<file path="src/rtl/sat_bcp_pkg.sv">
// rtl/sat_bcp_pkg.sv - literal/value codes, sequencer state encoding and popcount helper
package sat_bcp_pkg;

    localparam logic [1:0] LIT_ABSENT = 2'b00;
    localparam logic [1:0] LIT_POS    = 2'b01;
    localparam logic [1:0] LIT_NEG    = 2'b10;

    localparam logic [1:0] V_FREE  = 2'b00;
    localparam logic [1:0] V_FALSE = 2'b01;
    localparam logic [1:0] V_TRUE  = 2'b10;

    typedef logic [2:0] bcp_state_t;

    localparam bcp_state_t S_IDLE  = 3'd0;
    localparam bcp_state_t S_LOAD  = 3'd1;
    localparam bcp_state_t S_EVAL  = 3'd2;
    localparam bcp_state_t S_MERGE = 3'd3;
    localparam bcp_state_t S_NEXT  = 3'd4;
    localparam bcp_state_t S_DONE  = 3'd5;

    // Code 2'b11 is reserved and behaves like an absent literal.
    function automatic logic lit_present(input logic [1:0] lit);
        return (lit == LIT_POS) || (lit == LIT_NEG);
    endfunction

    function automatic logic [4:0] popcount16(input logic [15:0] mask);
        logic [4:0] cnt;
        cnt = '0;
        for (int i = 0; i < 16; i++) begin
            cnt = cnt + {4'b0000, mask[i]};
        end
        return cnt;
    endfunction

endpackage

</file>
<file path="src/rtl/bcp_var_table.sv">
// rtl/bcp_var_table.sv - variable assignment register file with host write and masked merge
module bcp_var_table
    import sat_bcp_pkg::*;
#(
    parameter int NUM_VARS = 8,
    parameter int VI_W     = $clog2(NUM_VARS)
) (
    input  logic                  clk,
    input  logic                  rst,
    input  logic                  wr_en,
    input  logic [VI_W-1:0]       wr_idx,
    input  logic [2:0]            wr_val,
    input  logic                  merge_en,
    input  logic [NUM_VARS-1:0]   merge_mask,
    input  logic [NUM_VARS*3-1:0] merge_vals,
    output logic [NUM_VARS*3-1:0] table_o,
    output logic [NUM_VARS-1:0]   field_conflict_o,
    output logic [NUM_VARS-1:0]   field_update_o
);

    logic [2:0] tbl [NUM_VARS];

    // Only free entries accept an implied value; a non-free entry must agree with the return.
    always_comb begin
        table_o          = '0;
        field_conflict_o = '0;
        field_update_o   = '0;
        for (int k = 0; k < NUM_VARS; k++) begin
            table_o[3*k +: 3]   = tbl[k];
            field_update_o[k]   = merge_mask[k] && merge_vals[3*k+2]
                                  && (merge_vals[3*k +: 2] != V_FREE)
                                  && (tbl[k][1:0] == V_FREE);
            field_conflict_o[k] = merge_mask[k]
                                  && (merge_vals[3*k +: 2] != V_FREE)
                                  && (tbl[k][1:0] != V_FREE)
                                  && (merge_vals[3*k +: 2] != tbl[k][1:0]);
        end
    end

    always_ff @(posedge clk) begin
        if (rst) begin
            for (int k = 0; k < NUM_VARS; k++) begin
                tbl[k] <= 3'b000;
            end
        end else begin
            if (wr_en) begin
                tbl[wr_idx] <= wr_val;
            end
            if (merge_en) begin
                for (int k = 0; k < NUM_VARS; k++) begin
                    if (field_update_o[k]) begin
                        tbl[k] <= {1'b1, merge_vals[3*k +: 2]};
                    end
                end
            end
        end
    end

endmodule

</file>
<file path="src/rtl/bcp_sequencer.sv">
// rtl/bcp_sequencer.sv - streams stored clauses through the clause evaluator and merges implications
// Optional build macro BCP_FIXPOINT_EN: repeat passes until one makes no change.
module bcp_sequencer
    import sat_bcp_pkg::*;
#(
    parameter int NUM_VARS    = 8,
    parameter int NUM_CLAUSES = 16,
    parameter int CA_W        = $clog2(NUM_CLAUSES),
    parameter int VI_W        = $clog2(NUM_VARS)
) (
    input  logic                  clk,
    input  logic                  rst,
    input  logic                  cl_wr_i,
    input  logic [CA_W-1:0]       cl_addr_i,
    input  logic [NUM_VARS*2-1:0] cl_lits_i,
    input  logic [CA_W:0]         num_clauses_i,
    input  logic                  var_wr_i,
    input  logic [VI_W-1:0]       var_idx_i,
    input  logic [2:0]            var_val_i,
    output logic [NUM_VARS*3-1:0] var_table_o,
    input  logic                  start_i,
    output logic                  busy_o,
    output logic                  done_o,
    output logic                  conflict_o,
    output logic                  ce_wr_o,
    output logic [NUM_VARS*3-1:0] ce_var_value_o,
    output logic [4:0]            ce_clause_len_o,
    input  logic [NUM_VARS*3-1:0] ce_var_value_i,
    input  logic                  ce_conflict_i
);

    bcp_state_t              state;
    logic [CA_W-1:0]         ptr;
    logic [CA_W:0]           count;
    logic                    change;
    logic                    conflict_q;
    logic [NUM_VARS*3-1:0]   samp_vals;
    logic                    samp_conf;
    logic [NUM_VARS*2-1:0]   clause_mem [NUM_CLAUSES];
    logic [NUM_VARS*2-1:0]   cur_lits;
    logic [NUM_VARS-1:0]     present;
    logic [NUM_VARS-1:0]     field_conflict;
    logic [NUM_VARS-1:0]     field_update;
    logic                    idle;
    logic                    merge_conflict;
    logic                    merge_commit;

    assign idle           = (state == S_IDLE);
    assign cur_lits       = clause_mem[ptr];
    assign merge_conflict = samp_conf || (|field_conflict);
    assign merge_commit   = (state == S_MERGE) && !merge_conflict;
    assign busy_o         = !idle;
    assign done_o         = (state == S_DONE);
    assign conflict_o     = conflict_q;

    always_comb begin
        present = '0;
        for (int k = 0; k < NUM_VARS; k++) begin
            present[k] = lit_present(cur_lits[2*k +: 2]);
        end
    end

    bcp_var_table #(
        .NUM_VARS (NUM_VARS),
        .VI_W     (VI_W)
    ) u_table (
        .clk              (clk),
        .rst              (rst),
        .wr_en            (idle && var_wr_i),
        .wr_idx           (var_idx_i),
        .wr_val           (var_val_i),
        .merge_en         (merge_commit),
        .merge_mask       (present),
        .merge_vals       (samp_vals),
        .table_o          (var_table_o),
        .field_conflict_o (field_conflict),
        .field_update_o   (field_update)
    );

    // Clause store has no reset; the host loads it before starting.
    always_ff @(posedge clk) begin
        if (idle && cl_wr_i) begin
            clause_mem[cl_addr_i] <= cl_lits_i;
        end
    end

    always_comb begin
        ce_wr_o         = (state == S_LOAD);
        ce_var_value_o  = '0;
        ce_clause_len_o = '0;
        if (state == S_LOAD) begin
            for (int k = 0; k < NUM_VARS; k++) begin
                ce_var_value_o[3*k +: 3] = {1'b0, cur_lits[2*k +: 2]};
            end
            ce_clause_len_o = popcount16(16'(present));
        end else if (state == S_EVAL) begin
            for (int k = 0; k < NUM_VARS; k++) begin
                ce_var_value_o[3*k +: 3] = present[k] ? var_table_o[3*k +: 3] : 3'b000;
            end
        end
    end

    always_ff @(posedge clk) begin
        if (rst) begin
            state      <= S_IDLE;
            ptr        <= '0;
            count      <= '0;
            change     <= 1'b0;
            conflict_q <= 1'b0;
            samp_vals  <= '0;
            samp_conf  <= 1'b0;
        end else begin
            case (state)
                S_IDLE: begin
                    if (start_i) begin
                        count      <= num_clauses_i;
                        ptr        <= '0;
                        change     <= 1'b0;
                        conflict_q <= 1'b0;
                        state      <= (num_clauses_i == '0) ? S_DONE : S_LOAD;
                    end
                end
                S_LOAD: state <= S_EVAL;
                S_EVAL: begin
                    samp_vals <= ce_var_value_i;
                    samp_conf <= ce_conflict_i;
                    state     <= S_MERGE;
                end
                S_MERGE: begin
                    if (merge_conflict) begin
                        conflict_q <= 1'b1;
                        state      <= S_DONE;
                    end else begin
                        if (|field_update) begin
                            change <= 1'b1;
                        end
                        state <= S_NEXT;
                    end
                end
                S_NEXT: begin
                    if (({1'b0, ptr} + 1'b1) < count) begin
                        ptr   <= ptr + 1'b1;
                        state <= S_LOAD;
                    end else begin
`ifdef BCP_FIXPOINT_EN
                        if (change) begin
                            change <= 1'b0;
                            ptr    <= '0;
                            state  <= S_LOAD;
                        end else begin
                            state <= S_DONE;
                        end
`else
                        state <= S_DONE;
`endif
                    end
                end
                S_DONE:  state <= S_IDLE;
                default: state <= S_IDLE;
            endcase
        end
    end

endmodule

</file>
<file path="config.mk">
export PLATFORM = sky130hd
export DESIGN_NAME = bcp_sequencer
export DESIGN_NICKNAME = d
export VERILOG_FILES = /design/src/rtl/sat_bcp_pkg.sv /design/src/rtl/bcp_var_table.sv /design/src/rtl/bcp_sequencer.sv
export SDC_FILE = /design/constraint.sdc
export NUM_CORES = 1
export LEC_CHECK = 0
export ABC_AREA = 0
export CELL_PAD_IN_SITES_DETAIL_PLACEMENT = 0
export CELL_PAD_IN_SITES_GLOBAL_PLACEMENT = 1
export CORE_MARGIN = 5
export CORE_UTILIZATION = 49
export CTS_BUF_LIST = sky130_fd_sc_hd__clkbuf_4 sky130_fd_sc_hd__clkbuf_8 sky130_fd_sc_hd__clkbuf_16
export DETAILED_ROUTE_END_ITERATION = 10
export PLACE_DENSITY_LB_ADDON = 0.1
export SLEW_MARGIN = 10
export SYNTH_ARGS = -nofsm -noshare
export SYNTH_HDL_FRONTEND = slang
export SYNTH_SLANG_ARGS = --single-unit
</file>
<file path="constraint.sdc">
create_clock -name clk -period 6.2 [get_ports clk]
set_input_delay 1.24 -clock clk [delete_from_list [all_inputs] [get_ports clk]]
set_output_delay 1.24 -clock clk [all_outputs]
set_load 0.01 [all_outputs]
</file>
==> impl_results.rst <==
.. list-table::
   :header-rows: 1

   * - Metric
     - Value
   * - Clock Skew
     - 20.8 ps
   * - Clock tree from TritonCTS
     - yes
   * - Critical path launch point type
     - flip-flop
   * - Remaining global-route overflow
     - 0
   * - Pin count of the biggest net entering global routing
     - 71
   * - Library cell appearing most often on the critical path
     - fa_1
   * - Endpoint of the lowest-slack register-to-register path
     - u_table.tbl[0][1]
   * - Clock power frac
     - 39.4%
   * - Buffers on Ports
     - 116
   * - Number of max-capacitance violations reported
     - 0
   * - Class of the worst hold path
     - flip-flop to flip-flop
   * - Number of global-route vias before repair
     - around 8200
   * - Switching power
     - 1250 uW
   * - Count of nets after finishing
     - 1166
   * - Clock slew seen by the registers of the worst setup and hold paths
     - 60 ps
   * - Area delta synth->final
     - 23.1%
   * - Worst R2R Path Depth
     - 10
   * - Top delay family on crit path
     - adder cells
   * - Global-route usage over all layers
     - 21.6%
   * - H-Tree Level Count
     - 2
   * - Area of the mapped netlist
     - 0.0139 mm^2
   * - Fraction of power consumed by combinational cells
     - approximately 12%
   * - Critical path endpoint category
     - primary output
   * - DRC viols
     - 0
   * - Buffer and inverter count on the worst path
     - 4
   * - Die area
     - 0.0318 mm^2
   * - Flip-flop and latch count after synthesis
     - 322
   * - Number of detailed-routing iterations run before antenna repair
     - 5
   * - Number of antenna violations at the first check in global routing
     - 0
   * - Count of inserted antenna diode cells
     - 0
   * - Result of the run
     - finished, final reports clean
   * - Yosys top cell area share
     - 60.5%
   * - Slew Limit Fails
     - 0
   * - Internal power summed over all cells
     - 3910 uW
   * - Number of distinct library cells after synthesis
     - 65
   * - Worst reg2reg setup slack
     - 2000 ps
   * - Final weighted congestion in routability-driven placement
     - between 0.8 and 0.9
   * - Number of vias in the routed layout
     - 8339
   * - Synthesized area divided by synthesized cell count
     - 15.3 um^2
   * - Switching power share of the total
     - 24.2%
   * - EDFF count, synth
     - 280
   * - Number of placed I/O pins
     - 118
   * - Critical path capture point
     - ce_clause_len_o[1]
   * - Sinks on Clock Net
     - 322
   * - Clock insertion delay at the later pin of the skew report
     - 520 ps
   * - Peak ir drop on the vdd network
     - 0.233 mV
   * - Placeable core region
     - about 0.028 mm^2
   * - Cell-by-cell listing of the critical path
     - buf_6 -> mux4_2 -> a22oi_2 -> nand3_4 -> xor2_4 -> fa_1 -> inv_2 -> fa_1 -> fa_1 -> inv_1 -> ha_2 -> fa_2 -> and2_1 -> buf_2
   * - Achievable Freq
     - 166 MHz
   * - Global-route wire length before repair
     - a little over 50 mm
   * - FFs w/ async S/R, synth
     - 0%
   * - CP arrival
     - 4800 ps
   * - Largest area contributor in the netlist
     - edfxtp_1
   * - Final core utilization
     - about three fifths
   * - Levels on crit path
     - 14
   * - Drt first-iter violations
     - 644
   * - Max transition margin
     - 38.2%
   * - Net count after synthesis
     - 983
   * - Final min period
     - 6040 ps
   * - Required time of the critical path
     - 4960 ps
   * - Horizontal extent of the die
     - 178 um
   * - Dominant synthesized flop cell
     - edfxtp_1
   * - Ratio of total power to cell area
     - 301 mW/mm^2
   * - Final hold violations
     - 0
   * - Antenna Nets Post-Route
     - 0
   * - Post-route setup TNS
     - 0 ps
   * - Sequential cell area fraction in the yosys report
     - roughly 67%
   * - Setup repair after global routing missed its margin
     - true
   * - Cell type of the slowest stage on the worst timing path
     - fa_1
   * - Total wire length after detailed routing
     - about 34 mm
   * - Vias per cell
     - roughly 5.6
   * - Largest fanout on the critical path
     - 5
   * - Gate count after technology mapping
     - 910
   * - Synth warn
     - 0
   * - Die Y
     - 178 um
   * - Fraction of final layout cells sized beyond drive strength 1
     - about a fifth
   * - CTS Buffer Depth
     - 3
   * - Leakage component of the power
     - 0.00565 uW
   * - Site Rows
     - 61
   * - Fillers
     - between 2000 and 2500
   * - Average routed wire per standard cell
     - 22.7 um
   * - Portion of the clock cycle consumed by the worst path in the final layout
     - 97.4%
   * - Library cell used as clock root buffer
     - clkbuf_16
   * - Initial core utilization
     - 49.9%
   * - Most common cell in the netlist
     - edfxtp_1
   * - CP peak stage delay
     - 570 ps
   * - Classification of the worst setup path
     - flip-flop to primary output
   * - Leading post-synthesis cells by cell area
     - edfxtp_1 61%, mux4_2 7.8%, dfxtp_1 6.1%, nand2_1 3.5%, mux4_1 2.3%
   * - Transition time at the pin with the least slew margin
     - 923 ps
   * - Reg power frac
     - about half
   * - Final setup violating endpoints
     - 0
   * - Estimated wirelength of the detail-placed design
     - 21.9 mm
   * - Most common library cells after synthesis
     - 280 x edfxtp_1, 128 x nand2_1, 51 x nor2_1
   * - Inserted Clock Buffers
     - 35
-- per-stage QoR --
stage                     instances  hold WS [ps]  cell area, um^2  setup slack, ps  power [uW]
final                          1497           455            17100              159        5150
after global routing           1497           473            17100            -38.0        5360
after CTS                      1497           456            17000            -25.8        5190
after detailed placement       1407           448            15700            -26.6        3170
after global placement         1407           444            15700             47.6        3160
after floorplan                 910           433            13900              725        2860
-- power groups by stage --
stage | clock, uW | sequential, uW | combinational (uW)
3_3_place_gp | 0 | 2540 | 622
4_1_cts | 2060 | 2500 | 632
5_1_grt | 2160 | 2510 | 687
3_5_place_dp | 0 | 2540 | 624
6_report | 2030 | 2500 | 627
2_1_floorplan | 0 | 2520 | 334
-- layout make-up --
type                       instances  area, um^2  share of cell area [%]
sequential                       322        9260                    54.1
clock buffer                      41         927                    5.42
clock inverter                    22         205                    1.20
inverter                          17        63.8                   0.373
tap                              378         473                    2.77
multi-input combinational        524        4420                    25.8
timing repair buffer             193        1760                    10.3
-- metal layers --
layer  vias to the layer above  GRT usage, %  wire length, um
li1                       3861             -                -
met1                      4142          31.6            15100
met2                       291          34.4            16000
met3                        45          3.86             2340
met4                         0          4.64              559
met5                         -             0                0
-- layout by cell type (no fill, tap or decap), types with 12 or more instances in the layout --
cell type        instances
edfxtp_1               280
nand2_1                126
clkdlybuf4s50_1        111
buf_4                   71
nor2_1                  50
mux4_2                  48
a21oi_1                 40
dfxtp_1                 39
clkbuf_16               35
mux2i_1                 27
o21ai_0                 22
inv_1                   16
nand2b_1                15
and2_1                  13
xnor2_1                 13
a22o_1                  13
mux4_1                  12
-- registers in the layout, indices dropped and copies added (netlist names), named ones only --
signal / flops
clause_mem: 256
conflict_o: 1
count: 5
ptr: 4
samp_conf: 1
samp_vals: 24
state: 3
u_table.tbl: 24
-- what timing repair did --
action                     4_1_cts  5_1_grt
setup endpoints to repair        4        4
hold buffers                     0        0
gates resized for setup         23       20
pin swaps                        3       14
buffers inserted                27        3
-- worst min path at each step --
stage | cells past startpoint | start | end
after floorplan | 2 | count[0] | count[0]
after global placement | 2 | count[1] | count[1]
after detailed placement | 2 | count[0] | count[0]
after CTS | 2 | count[0] | count[0]
after global routing | 2 | count[1] | count[1]
final | 2 | count[0] | count[0]
-- logic make-up (layout without fill, tap and decap cells) --
kind of cell / Yosys count / count (layout) / share of synthesized area, %
and+or+nand+nor: 269 / 269 / 9.18
DFF: 322 / 322 / 66.6
other: 1 / 1 / 0.0270
xor gates and xnor gates: 26 / 26 / 1.91
AOI/OAI and AO/OA: 127 / 127 / 6.31
buffers and inverters: 64 / 273 / 2.56
muxes: 89 / 89 / 12.2
adders and majority gates: 12 / 12 / 1.30
-- tightest hold or removal path: stages, from the launching register on --
cell	delay, ps
dfxtp_1	300
nand2_1	50
a21oi_1	50
No activity file was read; power rests on OpenSTA's default activity.
